File: src/rtl/pi_ctrl_mc.sv
// Multi-channel incremental PI controller: N_CH loops share one time-multiplexed
// datapath and one multiplier, each channel keeps its own error history and accumulator.
module pi_ctrl_mc #(
    parameter int N_CH    = 4,
    parameter int IN_W    = 12,
    parameter int DW      = 26,
    parameter int FRAC    = 8,
    parameter int OUT_MAX = 1000,
    parameter int OUT_MIN = 0,
    parameter int ADD_MAX = 100,
    parameter int ADD_MIN = -100,
    localparam int CW     = (N_CH > 1) ? $clog2(N_CH) : 1
) (
    input  logic                 clk,
    input  logic                 rst_n,
    input  logic                 clr,
    input  logic                 in_valid,
    output logic                 in_ready,
    input  logic [CW-1:0]        in_ch,
    input  logic [IN_W-1:0]      in_sample,
    input  logic                 cfg_we,
    input  logic [CW-1:0]        cfg_ch,
    input  logic [1:0]           cfg_sel,
    input  logic signed [DW-1:0] cfg_data,
    output logic                 out_valid,
    output logic [CW-1:0]        out_ch,
    output logic signed [DW-1:0] out_data,
    output logic [N_CH*DW-1:0]   out_all
);

    typedef enum logic [3:0] {
        S_IDLE, S_ERR, S_DIF, S_MP, S_MI, S_SUM, S_CLA, S_ACC, S_CLO, S_OUT
    } state_t;

    localparam logic signed [DW-1:0] SMAX  = {1'b0, {(DW-1){1'b1}}};
    localparam logic signed [DW-1:0] SMIN  = {1'b1, {(DW-1){1'b0}}};
    localparam logic signed [DW-1:0] OMAX  = DW'(OUT_MAX);
    localparam logic signed [DW-1:0] OMIN  = DW'(OUT_MIN);
    localparam logic signed [DW-1:0] AMAX  = DW'(ADD_MAX);
    localparam logic signed [DW-1:0] AMIN  = DW'(ADD_MIN);
    localparam logic [CW:0]          CHLIM = (CW+1)'(N_CH);

    function automatic logic signed [DW-1:0] sat_wide(input logic signed [DW:0] s);
        if (s[DW] != s[DW-1]) return s[DW] ? SMIN : SMAX;
        return s[DW-1:0];
    endfunction

    function automatic logic signed [DW-1:0] add_sat(input logic signed [DW-1:0] a,
                                                     input logic signed [DW-1:0] b);
        logic signed [DW:0] s;
        s = {a[DW-1], a} + {b[DW-1], b};
        return sat_wide(s);
    endfunction

    function automatic logic signed [DW-1:0] sub_sat(input logic signed [DW-1:0] a,
                                                     input logic signed [DW-1:0] b);
        logic signed [DW:0] s;
        s = {a[DW-1], a} - {b[DW-1], b};
        return sat_wide(s);
    endfunction

    function automatic logic signed [DW-1:0] clamp(input logic signed [DW-1:0] x,
                                                   input logic signed [DW-1:0] lo,
                                                   input logic signed [DW-1:0] hi);
        if (x > hi) return hi;
        if (x < lo) return lo;
        return x;
    endfunction

    state_t state_q, state_d;
    logic [CW-1:0]        ch_q, ch_d;
    logic [IN_W-1:0]      samp_q, samp_d;
    logic signed [DW-1:0] tgt_s_q, tgt_s_d, kp_s_q, kp_s_d, ki_s_q, ki_s_d;
    logic signed [DW-1:0] e0_q, e0_d, d_q, d_d, p_q, p_d, i_q, i_d;
    logic signed [DW-1:0] add_q, add_d, t_q, t_d;
    logic signed [DW-1:0] out_data_q, out_data_d;
    logic [CW-1:0]        out_ch_q, out_ch_d;
    logic                 out_valid_q, out_valid_d;
    logic signed [DW-1:0] tgt_q [N_CH];
    logic signed [DW-1:0] tgt_d [N_CH];
    logic signed [DW-1:0] kp_q  [N_CH];
    logic signed [DW-1:0] kp_d  [N_CH];
    logic signed [DW-1:0] ki_q  [N_CH];
    logic signed [DW-1:0] ki_d  [N_CH];
    logic signed [DW-1:0] e1_q  [N_CH];
    logic signed [DW-1:0] e1_d  [N_CH];
    logic signed [DW-1:0] acc_q [N_CH];
    logic signed [DW-1:0] acc_d [N_CH];

    // Single shared multiplier: kp*d in MP, ki*e0 in MI.
    logic signed [DW-1:0]   mul_a, mul_b, mul_res;
    logic signed [2*DW-1:0] prod;
    always_comb begin
        mul_a = (state_q == S_MP) ? kp_s_q : ki_s_q;
        mul_b = (state_q == S_MP) ? d_q : e0_q;
        prod  = mul_a * mul_b;
        prod  = prod >>> FRAC;
        if (prod[2*DW-1:DW-1] == '0 || prod[2*DW-1:DW-1] == '1)
            mul_res = prod[DW-1:0];
        else
            mul_res = prod[2*DW-1] ? SMIN : SMAX;
    end

    logic signed [DW-1:0] clo_val;
    always_comb clo_val = clamp(t_q, OMIN, OMAX);

    always_comb begin
        state_d     = state_q;
        ch_d        = ch_q;
        samp_d      = samp_q;
        tgt_s_d     = tgt_s_q;
        kp_s_d      = kp_s_q;
        ki_s_d      = ki_s_q;
        e0_d        = e0_q;
        d_d         = d_q;
        p_d         = p_q;
        i_d         = i_q;
        add_d       = add_q;
        t_d         = t_q;
        out_data_d  = out_data_q;
        out_ch_d    = out_ch_q;
        out_valid_d = 1'b0;
        tgt_d       = tgt_q;
        kp_d        = kp_q;
        ki_d        = ki_q;
        e1_d        = e1_q;
        acc_d       = acc_q;

        case (state_q)
            S_IDLE: begin
                if (in_valid && ({1'b0, in_ch} < CHLIM)) begin
                    ch_d    = in_ch;
                    samp_d  = in_sample;
                    tgt_s_d = tgt_q[in_ch];
                    kp_s_d  = kp_q[in_ch];
                    ki_s_d  = ki_q[in_ch];
                    state_d = S_ERR;
                end
            end
            S_ERR: begin
                e0_d    = sub_sat(tgt_s_q, {{(DW-IN_W){1'b0}}, samp_q});
                state_d = S_DIF;
            end
            S_DIF: begin
                d_d     = sub_sat(e0_q, e1_q[ch_q]);
                state_d = S_MP;
            end
            S_MP: begin
                p_d     = mul_res;
                state_d = S_MI;
            end
            S_MI: begin
                i_d         = mul_res;
                e1_d[ch_q]  = e0_q;
                state_d     = S_SUM;
            end
            S_SUM: begin
                add_d   = add_sat(p_q, i_q);
                state_d = S_CLA;
            end
            S_CLA: begin
                add_d   = clamp(add_q, AMIN, AMAX);
                state_d = S_ACC;
            end
            S_ACC: begin
                t_d     = add_sat(acc_q[ch_q], add_q);
                state_d = S_CLO;
            end
            S_CLO: begin
                // Storing the clamped value back is what prevents windup.
                acc_d[ch_q] = clo_val;
                out_data_d  = clo_val;
                out_ch_d    = ch_q;
                out_valid_d = 1'b1;
                state_d     = S_OUT;
            end
            default: state_d = S_IDLE;
        endcase

        if (cfg_we && ({1'b0, cfg_ch} < CHLIM)) begin
            case (cfg_sel)
                2'd0:    tgt_d[cfg_ch] = cfg_data;
                2'd1:    kp_d[cfg_ch]  = cfg_data;
                2'd2:    ki_d[cfg_ch]  = cfg_data;
                default: ;
            endcase
        end

        if (clr) begin
            state_d     = S_IDLE;
            out_valid_d = 1'b0;
            out_data_d  = '0;
            e1_d        = '{default: '0};
            acc_d       = '{default: '0};
        end
    end

    always_ff @(posedge clk or negedge rst_n) begin
        if (!rst_n) begin
            state_q     <= S_IDLE;
            ch_q        <= '0;
            samp_q      <= '0;
            tgt_s_q     <= '0;
            kp_s_q      <= '0;
            ki_s_q      <= '0;
            e0_q        <= '0;
            d_q         <= '0;
            p_q         <= '0;
            i_q         <= '0;
            add_q       <= '0;
            t_q         <= '0;
            out_data_q  <= '0;
            out_ch_q    <= '0;
            out_valid_q <= 1'b0;
            tgt_q       <= '{default: '0};
            kp_q        <= '{default: '0};
            ki_q        <= '{default: '0};
            e1_q        <= '{default: '0};
            acc_q       <= '{default: '0};
        end else begin
            state_q     <= state_d;
            ch_q        <= ch_d;
            samp_q      <= samp_d;
            tgt_s_q     <= tgt_s_d;
            kp_s_q      <= kp_s_d;
            ki_s_q      <= ki_s_d;
            e0_q        <= e0_d;
            d_q         <= d_d;
            p_q         <= p_d;
            i_q         <= i_d;
            add_q       <= add_d;
            t_q         <= t_d;
            out_data_q  <= out_data_d;
            out_ch_q    <= out_ch_d;
            out_valid_q <= out_valid_d;
            tgt_q       <= tgt_d;
            kp_q        <= kp_d;
            ki_q        <= ki_d;
            e1_q        <= e1_d;
            acc_q       <= acc_d;
        end
    end

    // The accumulator always holds each channel's latest published output.
    always_comb begin
        out_all = '0;
        for (int unsigned k = 0; k < N_CH; k++) out_all[k*DW +: DW] = acc_q[k];
    end

    assign in_ready  = (state_q == S_IDLE);
    assign out_valid = out_valid_q;
    assign out_ch    = out_ch_q;
    assign out_data  = out_data_q;

endmodule

File: config.mk
export PLATFORM = sky130hd
export DESIGN_NAME = pi_ctrl_mc
export DESIGN_NICKNAME = d
export VERILOG_FILES = /design/src/rtl/pi_ctrl_mc.sv
export SDC_FILE = /design/constraint.sdc
export NUM_CORES = 2
export LEC_CHECK = 0
export ABC_AREA = 1
export ABC_CLOCK_PERIOD_IN_PS = 7600
export CORE_UTILIZATION = 52
export DETAILED_ROUTE_END_ITERATION = 10
export PLACE_DENSITY = 0.72
export SLEW_MARGIN = 15
export SYNTH_ARGS = -nofsm -noshare
export SYNTH_HDL_FRONTEND = slang
export SYNTH_SLANG_ARGS = --single-unit
File: constraint.sdc
create_clock -name clk -period 7.6 [get_ports clk]
set_input_delay 1.52 -clock clk [delete_from_list [all_inputs] [get_ports clk]]
set_output_delay 1.52 -clock clk [all_outputs]
set_load 0.005 [all_outputs]
Yosys cells after proc, flatten, opt, wreduce, memory -nomap -nowiden
Cells that the tools add are included.

Bits in registers: 801. Input bits: 49. Output and inout port bits: 134. Word-level logic and storage cells: 159.

$add $sub $neg: 4. Multipliers: 1. $lt $le $gt $ge: 9. Equality and inequality tests: 17. Mux-type cells: 76. Bitwise operators: 3. Reductions and logical operators: 14.

Operator list (number): $mux W26 (38); $bwmux W104 (5); $mux W104 (4); $bmux W26 S2 (5); $demux W26 S2 (2); $add A26 B26 Y27 (2); $mul A26 B26 Y52 (1); $pmux W26 S2 (1); $pmux W4 S9 (1); $eq A27 B27 Y1 const B (1); $logic_not A27 Y1 (1); $sub A26 B13 Y27 (1); $sub A26 B26 Y27 (1); $gt A26 B11 Y1 const B (1); $gt A26 B8 Y1 const B (1); $lt A26 B1 Y1 const B (1); $lt A26 B8 Y1 const B (1); $mux W1 (18); $eq A4 B3 Y1 const B (4); $reduce_and A2 Y1 (5); $ge A3 B3 Y1 const B (3); $not A2 Y3 (3); $eq A4 B2 Y1 const B (2); $mux W4 (2); other kinds (12) (20).

Depth between registers and ports, before layout
Word-level depth: 9. Mapped depth: 47. Mapped depth without buffers: 43.

Least setup slack after synthesis
No wires, ideal clock.

Path kind: reg-to-reg. Start point: reg state_q[1]. End point: reg p_q[10]. Library setup time: 116 ps. Data arrival time: 8186 ps. Data required time: 7484 ps. Setup slack: -702 ps. Stages on the path, launching flop included: 39. Path buffers: 5. Clock period less this slack: 8302 ps. Cell sequence: dfrtp_1 > nand2_2 > clkinv_2 > nand2_4 > clkbuf_1 > clkbuf_1 > buf_1 > nand2_1 > o21ai_1 > clkbuf_1 > nor2_1 > ha_1 > fa_1 > fa_1 > inv_1 > fa_1 > inv_1 > fa_1 > [3 not listed] > ha_1 > nand2_1 > nor2_1 > inv_1 > nor2_1 > inv_1 > nor3_1 > o21ai_0 > nand3_1 > xor2_1 > nand2_1 > nor3b_2 > nand4_4 > nand3_4 > buf_6 > nand2_2 > nand2_1 > nand2_1.

Longest elaborated chain between the ends: 6. Elaborated cells between the ends (all ways): 9. Classes of those cells: mul: 1; eq/ne: 2; mux: 4; reduce/logical: 2.

Ends and longest elaborated chain: from (decl) (line 70) `state_t state_q, state_d;`; from (signal assigned) (line 221) `state_q <= state_d;`; $eq A4 B2 Y1 (*) (line 94, 95, 129); $mux W26, on equally long branches (line 94, 95); $mul A26 B26 Y52 (line 96) `prod = mul_a * mul_b;`; $eq A27 B27 Y1 or $logic_not A27 Y1 (tied branches) (line 98) `if (prod[2*DW-1:DW-1] == '0 || prod[2*DW-1:DW-1] == '1)`; $logic_or A1 B1 Y1 (line 98); $mux W26 (line 98); to (signal assigned) (line 229) `p_q <= p_d;`; to (decl) (line 74) `logic signed [DW-1:0] e0_q, e0_d, d_q, d_d, p_q, p_d, i_q, i_d;`.

Mark *: on every way between the ends. The rest lies on a longest branch, timed or not. A chain may end at the register's enable or synchronous reset.

Final worst setup path
Start point: reg state_q[3]. End point: reg i_q[23].

Longest elaborated chain between the ends: 6. Elaborated cells between the ends (all ways): 10. Classes of those cells: mul: 1; eq/ne: 3; mux: 4; reduce/logical: 2.

Ends and longest elaborated chain: $eq A4 B2 Y1 (line 94, 95); $mux W26, on equally long branches (line 94, 95); $mul A26 B26 Y52 (line 96); $eq A27 B27 Y1 or $logic_not A27 Y1 (tied branches) (line 98); $logic_or A1 B1 Y1 (line 98); $mux W26 (line 98); to (signal assigned) (line 230) `i_q <= i_d;`; to (decl) (line 74).

Parallel ways exist; a longest one is shown, timed or not.

==> reports/summary.txt <==
Status = finished, violations left
Failing checks = setup timing
TritonCTS Sinks = 796
Hold Crit Class = flip-flop to flip-flop
Finished Core Util = 0.644
Fillers = 9958
Inserted Clock Buffers = 84
Largest stage delay, worst path = 0.64 ns
Netlist Area Pre-Place = 0.0628 mm^2
CP Capture Type = flip-flop
Final Hold Viols = 0
Min cycle time layout = 8.23 ns
WL per Instance = 20.2 um
CP required = 8.19 ns
CTS root buf = clkbuf_16
Global-route wire length before repair = 311 mm
Initial drt markers = 4639
Hold Buf Count CTS = 0
Setup TNS = -29.32 ns
Initial core utilization = 0.524
Initial antenna violation count = 1
Critical path arrival = 8.81 ns
Fmax = 122 MHz
Via count of the first global-routing pass = 55331
Syn Area/Cell = 8.34 um^2
Ys async rst share = 1.00
Max-Cap Viols = 0
Gr ovfl total = 0
ANT nets after route = 0
P&R area growth vs syn = 22.9%
Core Rows = 127
Worst clock skew = 0.0509 ns
Yosys Warn Count = 0
Number of vias per cell = 5.53
Dominant synthesized flop cell = dfrtp_1
Crit-path max FO = 8
CP startpoint = state_q[3]
Largest net degree at the start of global routing = 183
Clock buffer depth = 3
TritonCTS clock tree = built
GR Util met3 = 0.0519
Post-Route WL = 198 mm
Most common cell after layout, fill and taps aside = nand2_1
Register bit total from synthesis = 796
Worst-skew pair later-pin latency = 0.73 ns
GP Congestion = 0.977
RR Startpoint = state_q[3]
Die area = 0.122 mm^2
Final setup viols = 50
Worst Tran Pin Value = 1.14 ns
Die height = 350 um
Gate Count Post-Synth = 7531
Fin worst setup slack = -0.628 ns
EDFF count, synth = 0
Met2 usage = 0.542
H-Tree Depth = 3
Residual DRC = 0
Final Max Slew Viols = 0
First-pass DRT Iterations = 9
Die extent in x = 350 um
Seq/Total Area, Yosys = 0.317
Vias = 54259
Worst rel slew slack = 0.241
Final nets = 9122
Critical-path top delay cell = fa_2
GRT busiest layer = met2
IO Port Bufs = 177
Post-DP HPWL = 149 mm
Layout cell share with drive strength beyond 1 = 0.175
Critical path type = flip-flop to flip-flop
Worst-path clk slew = 0.06 ns
# IOs = 183
Unrepaired setup endpoints after global routing = true
Period utilization = 1.08
Min-delay src = tgt_q[27]
Most frequent cells in the layout = nand2_1 (1326), inv_1 (1243), dfrtp_1 (796)
Total GRT Usage = 0.328
Core Area = 0.120 mm^2
Startpoint types = flip-flop
Yosys cell types = 63
Met1 Use GR = 0.427
per-stage QoR:
| stage | area [um^2] | hold WS [ns] | instances | worst slack (ns) |
|---|---|---|---|---|
| final | 77200 | 0.479 | 9810 | -0.628 |
| after global routing | 77200 | 0.495 | 9809 | -0.841 |
| after CTS | 75900 | 0.482 | 9765 | -0.493 |
| after detailed placement | 70800 | 0.467 | 9547 | -0.909 |
| after global placement | 70800 | 0.460 | 9547 | -0.784 |
| after floorplan | 63300 | 0.448 | 7535 | 0.00406 |
cells in the mapped netlist, drive strengths merged, types with 25 or more instances:
master	count	area share
nor3	29	0.0023
o221ai	27	0.0038
buf	38	0.0039
nor2	848	0.051
ha	232	0.046
o21ai	573	0.046
fa	713	0.23
dfrtp	796	0.32
nand3	191	0.016
nand4	27	0.0030
clkinv	25	0.0015
inv	1318	0.079
nand2	1449	0.089
xor2	68	0.0095
a221oi	27	0.0038
a22oi	28	0.0033
a21oi	403	0.032
xnor2	41	0.0057
clkbuf	322	0.019
o22ai	219	0.022
critical path, delay by kind of cell, from the launching register on:
kind                     cells  cell delay, ns
AND/OR/NAND/NOR             17            1.76
flip-flops                   1            0.42
adder cells (fa/ha/maj)      8            4.14
AO/OA/AOI/OAI                1            0.18
buffers and inverters       13            1.58
final cells by class:
cell class                      count  area (um^2)  area share
Multi-Input combinational cell   5036        38700       0.502
Sequential cell                   796        19900       0.258
Timing Repair Buffer              866         8370       0.108
Inverter                         1343         5150      0.0667
Clock buffer                      116         2410      0.0312
Tap cell                         1612         2020      0.0261
Clock inverter                     39          604     0.00783
Timing Repair inverter              1         11.3    0.000146
Antenna cell                        1         2.50   0.0000324
per-layer routing:
layer	share of wire	routed length (um)
met3	0.074	14700
met5	0	0
met4	0.051	10100
met1	0.40	79300
met2	0.48	94200
logic make-up (layout without fill, tap and decap cells):
family	after synthesis	in the layout	share of synthesized area
other	1	6	0.0000597
buffers and inverters	1703	2365	0.103
xor gates and xnor gates	109	109	0.0152
AOI/OAI and AO/OA	1387	1387	0.124
and+or+nand+nor	2590	2590	0.167
adders and majority gates	945	945	0.273
DFF	796	796	0.317
state kept, by name (all words and copies together) (netlist names), 100 cells and up:
signal,cells
e1_q,104
ki_q,104
kp_q,104
out_all,100
tgt_q,104
repair_timing:
item,4_1_cts,5_1_grt
setup buffers,56,43
resized for setup,359,258
hold endpoints to repair,0,0
pin swaps,96,145
endpoints found under the setup margin,52,52
gates cloned,7,4
worst paths after layout:
check,end,slack (ns),depth (start not counted)
worst max-delay path,i_q[23],-0.63,39
worst min-delay path,tgt_q[27],0.48,2
worst max register to register,i_q[23],-0.63,39
worst min register to register,tgt_q[27],0.48,2
max in group asynchronous,ki_s_q[18],5.11,2
min in group asynchronous,out_data[18],0.85,1
Power is not shown: default switching activity piles up to over one toggle a cycle in this logic, so the estimate is an artifact.
